$ cat src/rtl/n_bit_deserializer.sv
// Framed serial-in, parallel-out deserializer: assembles an n-bit word from a
// gapped bit stream and pulses out_load once per completed frame.
module n_bit_deserializer #(
   parameter int unsigned n         = 8,
   parameter bit          msb_first = 1'b0
) (
   input  logic         in_clk,
   input  logic         in_res,
   input  logic         in_start,
   input  logic         in_bit,
   input  logic         in_bit_valid,
   output logic [n-1:0] out_word,
   output logic         out_load,
   output logic         out_busy,
   output logic         out_restart
);

   localparam int unsigned CNT_W = $clog2(n + 1);
   localparam logic [CNT_W-1:0] LAST_CNT = CNT_W'(n - 1);

   typedef enum logic [1:0] {
      IDLE  = 2'd0,
      SHIFT = 2'd1,
      DONE  = 2'd2
   } state_e;

   state_e           state_q, state_d;
   logic [CNT_W-1:0] cnt_q, cnt_d;
   logic [n-1:0]     sr_q, sr_d;
   logic [n-1:0]     word_q, word_d;
   logic             load_q, load_d;
   logic             busy_q, busy_d;
   logic             restart_q, restart_d;
   logic [n-1:0]     sr_ins_c;

   // Shift register contents after inserting the current bit in the configured order
   always_comb begin
      if (msb_first) begin
         sr_ins_c = {sr_q[n-2:0], in_bit};
      end else begin
         sr_ins_c = {in_bit, sr_q[n-1:1]};
      end
   end

   // Next-state and registered-output logic
   always_comb begin
      state_d   = state_q;
      cnt_d     = cnt_q;
      sr_d      = sr_q;
      word_d    = word_q;
      restart_d = 1'b0;

      unique case (state_q)
         IDLE: begin
            if (in_start) begin
               state_d = SHIFT;
               cnt_d   = '0;
               sr_d    = '0;
            end
         end
         SHIFT: begin
            if (in_start) begin
               // Abort: the bit presented with the strobe is dropped
               cnt_d     = '0;
               sr_d      = '0;
               restart_d = 1'b1;
            end else if (in_bit_valid) begin
               sr_d = sr_ins_c;
               if (cnt_q == LAST_CNT) begin
                  word_d  = sr_ins_c;
                  state_d = DONE;
                  cnt_d   = '0;
               end else begin
                  cnt_d = cnt_q + CNT_W'(1);
               end
            end
         end
         DONE: begin
            if (in_start) begin
               state_d = SHIFT;
               cnt_d   = '0;
               sr_d    = '0;
            end else begin
               state_d = IDLE;
            end
         end
         default: begin
            state_d = IDLE;
            cnt_d   = '0;
            sr_d    = '0;
         end
      endcase

      busy_d = (state_d == SHIFT);
      load_d = (state_d == DONE);
   end

   always_ff @(posedge in_clk) begin
      if (in_res) begin
         state_q   <= IDLE;
         cnt_q     <= '0;
         sr_q      <= '0;
         word_q    <= '0;
         load_q    <= 1'b0;
         busy_q    <= 1'b0;
         restart_q <= 1'b0;
      end else begin
         state_q   <= state_d;
         cnt_q     <= cnt_d;
         sr_q      <= sr_d;
         word_q    <= word_d;
         load_q    <= load_d;
         busy_q    <= busy_d;
         restart_q <= restart_d;
      end
   end

   assign out_word    = word_q;
   assign out_load    = load_q;
   assign out_busy    = busy_q;
   assign out_restart = restart_q;

endmodule

$ cat config.mk
export PLATFORM = sky130hd
export DESIGN_NAME = n_bit_deserializer
export DESIGN_NICKNAME = d
export VERILOG_FILES = /design/src/rtl/n_bit_deserializer.sv
export SDC_FILE = /design/constraint.sdc
export NUM_CORES = 1
export LEC_CHECK = 0
export CAP_MARGIN = 30
export CORE_ASPECT_RATIO = 0.8
export CORE_MARGIN = 3
export CORE_UTILIZATION = 54
export DETAILED_ROUTE_END_ITERATION = 7
export GPL_TIMING_DRIVEN = 0
export HOLD_SLACK_MARGIN = 0.08
export MAX_ROUTING_LAYER = met4
export PLACE_DENSITY = 0.78
export SLEW_MARGIN = 20
export SYNTH_ARGS = -nofsm -noshare
export SYNTH_HDL_FRONTEND = slang
export SYNTH_SLANG_ARGS = --single-unit
$ cat constraint.sdc
create_clock -name in_clk -period 3.8 [get_ports in_clk]
set_input_delay 1.14 -clock in_clk [delete_from_list [all_inputs] [get_ports in_clk]]
set_output_delay 1.14 -clock in_clk [all_outputs]
set_load 0.01 [all_outputs]
# --- Yosys cells after proc, flatten, opt, wreduce, memory -nomap -nowiden ---
# Cells that the tools add are included.
word_totals:
  input_bits: 5
  ff_bits: 25
classes:
  n_mux: 16
  n_eq_ne: 7
  bitwise_logic: 2
  reduce_logical: 5
  add_sub_neg: 1
ops:
  columns: ["cell", "count"]
  rows:
  - ["$mux W8", 3]
  - ["$mux W4", 4]
  - ["$pmux W8 S2", 1]
  - ["$mux W2", 4]
  - ["$pmux W4 S2", 1]
  - ["$pmux W2 S3", 1]
  - ["$add A4 B1 Y4 const B", 1]
  - ["$eq A2 B1 Y1 const B", 2]
  - ["$eq A2 B2 Y1 const B", 2]
  - ["$eq A4 B3 Y1 const B", 1]
  - ["$reduce_and A4 Y1", 1]
  - ["$reduce_or A2 Y1", 2]
  - ["$ne A3 B3 Y1 const B", 1]
  - ["$logic_not A2 Y1", 1]
  - ["$mux W1", 2]
  - ["$ne A2 B1 Y1 const B", 1]
  - ["$not A1 Y1", 2]
  - ["$reduce_and A2 Y1", 1]

# --- Depth between registers and ports, before layout ---
depth:
  word_depth: 6
  mapped_depth: 5

# --- Worst setup path after synthesis ---
# OpenSTA, ideal clock, no wires.
synth_timing:
  kind: "input to register"
  start: "input in_bit_valid"
  end: "register word_q[0] (netlist: out_word[0])"
  t_required_ns: 3.728
  stages: 4
  arrival_time_ns: 1.849
  setup_slack_ns: 1.879
  n_path_buf: 1
  cell_sequence: "and4b_1 > and4b_1 > buf_6 > mux2i_1"
synth_via:
  elab_chain_len: 1
synth_rtl:
  columns: ["element", "line", "source"]
  rows:
  - ["start, declared", "11", "input logic in_bit_valid,"]
  - ["$reduce_and A4 Y1 (no line)", null, null]
  - ["end signal, assigned", "111", "word_q <= word_d;"]
  - ["end, declared", "30", "logic [n-1:0] word_q, word_d;"]
# Every way passes these cells.
# A chain may end at the register's enable or synchronous reset.

# --- Worst setup path after layout ---
layout_timing:
  start: "register word_q[3] (netlist: out_word[3])"
  end: "output out_word[3]"
layout_lines:
  columns: ["element", "line", "source"]
  rows:
  - ["end, declared", "12", "output logic [n-1:0] out_word,"]
# No word-level cell between the ends.

==> summary.md <==
Wires add up to 1.90 mm. The worst setup path is captured at an output port. The worst pin sits at a relative slew slack of 54.0%. The cell family contributing the most delay on the critical path is buffers and inverters. Setup repair after global routing left no endpoint under its margin.

The run gives 0 as the total congestion overflow after global routing. Counting instances, the worst hold path has a depth of 2. In this run the tool buffered the top-level ports with 15 buffer cells. In this run the most critical hold path is launched from out_word[1]$_SDFFE_PP0P_. The logs give 59.1% for the initial core utilization and 4 for the count of TritonRoute iterations in the first routing pass. The logs give 0 for the hold-fix buffer count after cts and 1 for the number of H-tree branching levels. The tools report the critical path startpoint category as a flop.

The total cell area at the placement stage is 0.00117 mm2, and the HPWL after detailed placement is 1.39 mm. 0 antenna diodes ended up in the layout. The maximum number of pins on one net before global-route repair was 14. The number of global-route vias before repair was 753. The depth of the worst register-to-register path came out at 5.

Number of primary I/O pins: 16. VDD sags by at most 0.000281 V. For the footprint of the multi-input gates, the log shows 470 um2. By area, the combinational part of the netlist is dominated by simple AND/OR/NAND/NOR gates. For the global-route usage over all layers, the log shows 20.0%.

The global-route wire length before repair is 3.31 mm. In this run the standard cell core region covers 0.00168 mm2. Routability-driven placement finished with a final weighted congestion of 0.739. In this run the cell area of the synthesized design comes to 991 um2. The post-layout instance count excluding filler cells was 141; the setup total negative slack was 0 ns.

For the pin with the worst max-slew slack, the measured transition is 0.685 ns. For this design, the slowest cell found on the critical path is sky130_fd_sc_hd__clkdlybuf4s50_1. The worst-path maximum fanout is 2. Setup violations remaining at the end of the flow were counted as 0. The setup check on the worst reg-to-reg path leaves a slack of 2.25 ns. The wire length per cell was 13.5 um; the power per cell area was 342 mW/mm2. STA puts the critical path data required time at 2.66 ns.

The initial antenna violation count is 0, and the final hold violation count is 0. The clock-pin slew reported for the worst setup and hold paths after clock tree synthesis is 0.12 ns. The basic-gate share of the synthesized area counting and, or, nand and nor cells is 26.3%.

In this run the worst hold path is classified as flop to flop. The x dimension of the die came out at 53.9 um. After Yosys synthesis, full adders, half adders and majority gates account for 1.26% of the synthesized area. The clock drives 24 sinks. Summing all flip-flop and latch instances after layout gives 480 um2.

The gate count after technology mapping is 100, and the vertical die dimension is 44.3 um. In the layout the commonest cells are sky130_fd_sc_hd__dfxtp_1 (24), sky130_fd_sc_hd__nand2b_1 (16), sky130_fd_sc_hd__clkdlybuf4s50_1 (15), sky130_fd_sc_hd__mux2i_1 (8), sky130_fd_sc_hd__a32oi_1 (8). The worst register-to-register path ends at out_word[6]$_SDFFE_PP0P_.

Cell taking the most area after synthesis: sky130_fd_sc_hd__dfxtp_1. The path with the worst hold slack has its endpoint at out_word[1]$_SDFFE_PP0P_. Fraction of synthesized cell area in xor and xnor cells: 0%. The top cell type by area accounts for 48.5% of the synthesized area. For this run, the top clock speed supported by timing is 425 MHz.

The path type of the worst setup path is flop to output port. Static leakage: 0.398 nW. The final worst-path cycle share works out to 61.8%. The max-cap violation count is 0. For the post-CTS setup-driven buffer insertion count, the log shows 0. TritonCTS built the clock tree. The tree is rooted in a sky130_fd_sc_hd__clkbuf_4. The share of the core filled with cells in the final layout is 71.9%, and the relative area change from synthesis to final layout is 21.6%. The count of cell types in the netlist is 25. The final non-filler cell area was 0.00120 mm2; the number of vias after detailed routing was 796.

The standard-cell row count is 13, and the minimum clock period is 2.35 ns. The critical path goes through clkdlybuf4s50_1. Sorting the synthesized cells by area gives the leading types as sky130_fd_sc_hd__dfxtp_1 (48%), sky130_fd_sc_hd__nand2b_1 (10%), sky130_fd_sc_hd__mux2i_1 (8.1%). Of the synthesized area, sequential elements account for 48.5%. In this run the mean area of a mapped cell was 9.91 um2. The number of buffer and inverter instances along the worst setup path is 1. The startpoint identified for the worst register-to-register timing path is cnt_q[0]$_SDFFE_PP0P_. The post-synthesis mux area share was 8.08%.

The clock arrives with 0.00504 ns of skew. The filler cells instantiated in the layout total 127. In the final layout, the share of cells above drive strength 1 is 5.88%. The longest clock path from root to sink contains 2 buffers.

The tools report the synthesis warning total as 0. On the worst path, the slowest cell contributes a delay of 0.54 ns. Fraction of the mapped netlist area in compound gates: 11.9%.

Clock latency on the worst-skew pair: 0.31 ns. The run finished with clean final reports. The logs give 0 for the post-route DRC violation count and 0 for the final number of max-transition violations. In this run, post-CTS repair resized a total of 0 instances.

The die covers 0.00239 mm2. In this run, CTS created clock tree buffers numbering 3. In this run, placement finished with an instance count of 137. In this run, synthesis produced a sequential element count of 24. In this run the remaining antenna-violating nets after routing total 0. The most common cell after layout, fill and taps aside was sky130_fd_sc_hd__dfxtp_1.

The average via count per standard cell is 5.65, and the worst path arrival time is 1.21 ns. For the synthesized netlist net count, the log shows 106. The final net count is 126. The run gives 36 as the detailed router's first-iteration violation count.
[cell families (layout without fill, tap and decap cells)]
group / Yosys count / count (layout)
adders and majority gates: 1 / 1
and+or+nand+nor: 43 / 43
AOI/OAI and AO/OA: 16 / 16
DFF: 24 / 24
buffers and inverters: 8 / 27
muxes: 8 / 8
[registers in the layout, summed over array words and instances (netlist names)]
register     cells
sr_q             7
state_q          2
out_word         8
out_busy         1
cnt_q            4
out_restart      1
out_load         1
[worst max path at each step]
stage,startpoint,depth (start not counted),slack [ns],end
2_1_floorplan,in_bit_valid,4,1.88,out_word[0]$_SDFFE_PP0P_
3_3_place_gp,in_res,4,1.14,cnt_q[2]$_SDFFE_PP0P_
3_5_place_dp,in_res,4,1.12,cnt_q[3]$_SDFFE_PP0P_
4_1_cts,out_word[3]$_SDFFE_PP0P_,1,1.42,out_word[3]
5_1_grt,in_res,4,1.33,sr_q[5]$_SDFFE_PP0P_
6_report,out_word[3]$_SDFFE_PP0P_,1,1.45,out_word[3]
[power breakdown]
part | total [W] | internal (W) | switching, W
registers | 0.000255 | 0.000254 | 0.00000103
logic | 0.0000273 | 0.0000124 | 0.0000149
clock network | 0.000130 | 0.0000586 | 0.0000710
total | 0.000412 | 0.000325 | 0.0000870
[through the flow]
stage,setup slack [ns],hold WS (ns),total power [W]
after floorplan,1.88,0.452,0.000276
after CTS,1.42,0.484,0.000418
after global placement,1.14,0.457,0.000288
after detailed placement,1.12,0.468,0.000288
final,1.45,0.480,0.000412
after global routing,1.33,0.505,0.000428
[layout make-up]
cell class / instances / area share [%]
clock buffers: 4 / 3.01
multi-input cells: 68 / 39.0
plain buffers: 7 / 3.01
inverters: 1 / 0.312
flip-flops and latches: 24 / 39.9
repair buffers: 15 / 12.5
well taps: 22 / 2.28
[routing by layer]
metal	global-route usage (%)	part of all wire [%]
met1	25.6	45
met2	30.0	46
met3	6.06	8.1
met4	6.63	1.1
met5	-	0
[Yosys cell counts]
master and number:
sky130_fd_sc_hd__nor2_1 7, sky130_fd_sc_hd__buf_6 1, sky130_fd_sc_hd__dfxtp_1 24, sky130_fd_sc_hd__nand3_1 5
sky130_fd_sc_hd__nor2b_1 1, sky130_fd_sc_hd__nand2_1 1, sky130_fd_sc_hd__ha_1 1, sky130_fd_sc_hd__a21oi_1 3
sky130_fd_sc_hd__nand3b_1 3, sky130_fd_sc_hd__nand2b_1 16, sky130_fd_sc_hd__nor3b_1 1, sky130_fd_sc_hd__nand4b_1 1
sky130_fd_sc_hd__nor3_1 4, sky130_fd_sc_hd__o21ai_1 1, sky130_fd_sc_hd__clkbuf_1 3, sky130_fd_sc_hd__a32oi_1 8
sky130_fd_sc_hd__buf_1 1, sky130_fd_sc_hd__a31oi_1 1, sky130_fd_sc_hd__mux2i_1 8, sky130_fd_sc_hd__buf_2 2
sky130_fd_sc_hd__nor4bb_1 1, sky130_fd_sc_hd__o22ai_1 1, sky130_fd_sc_hd__inv_1 1, sky130_fd_sc_hd__a211oi_1 2
sky130_fd_sc_hd__and4b_1 3
Note: power is estimated with default switching activity, not from simulation.
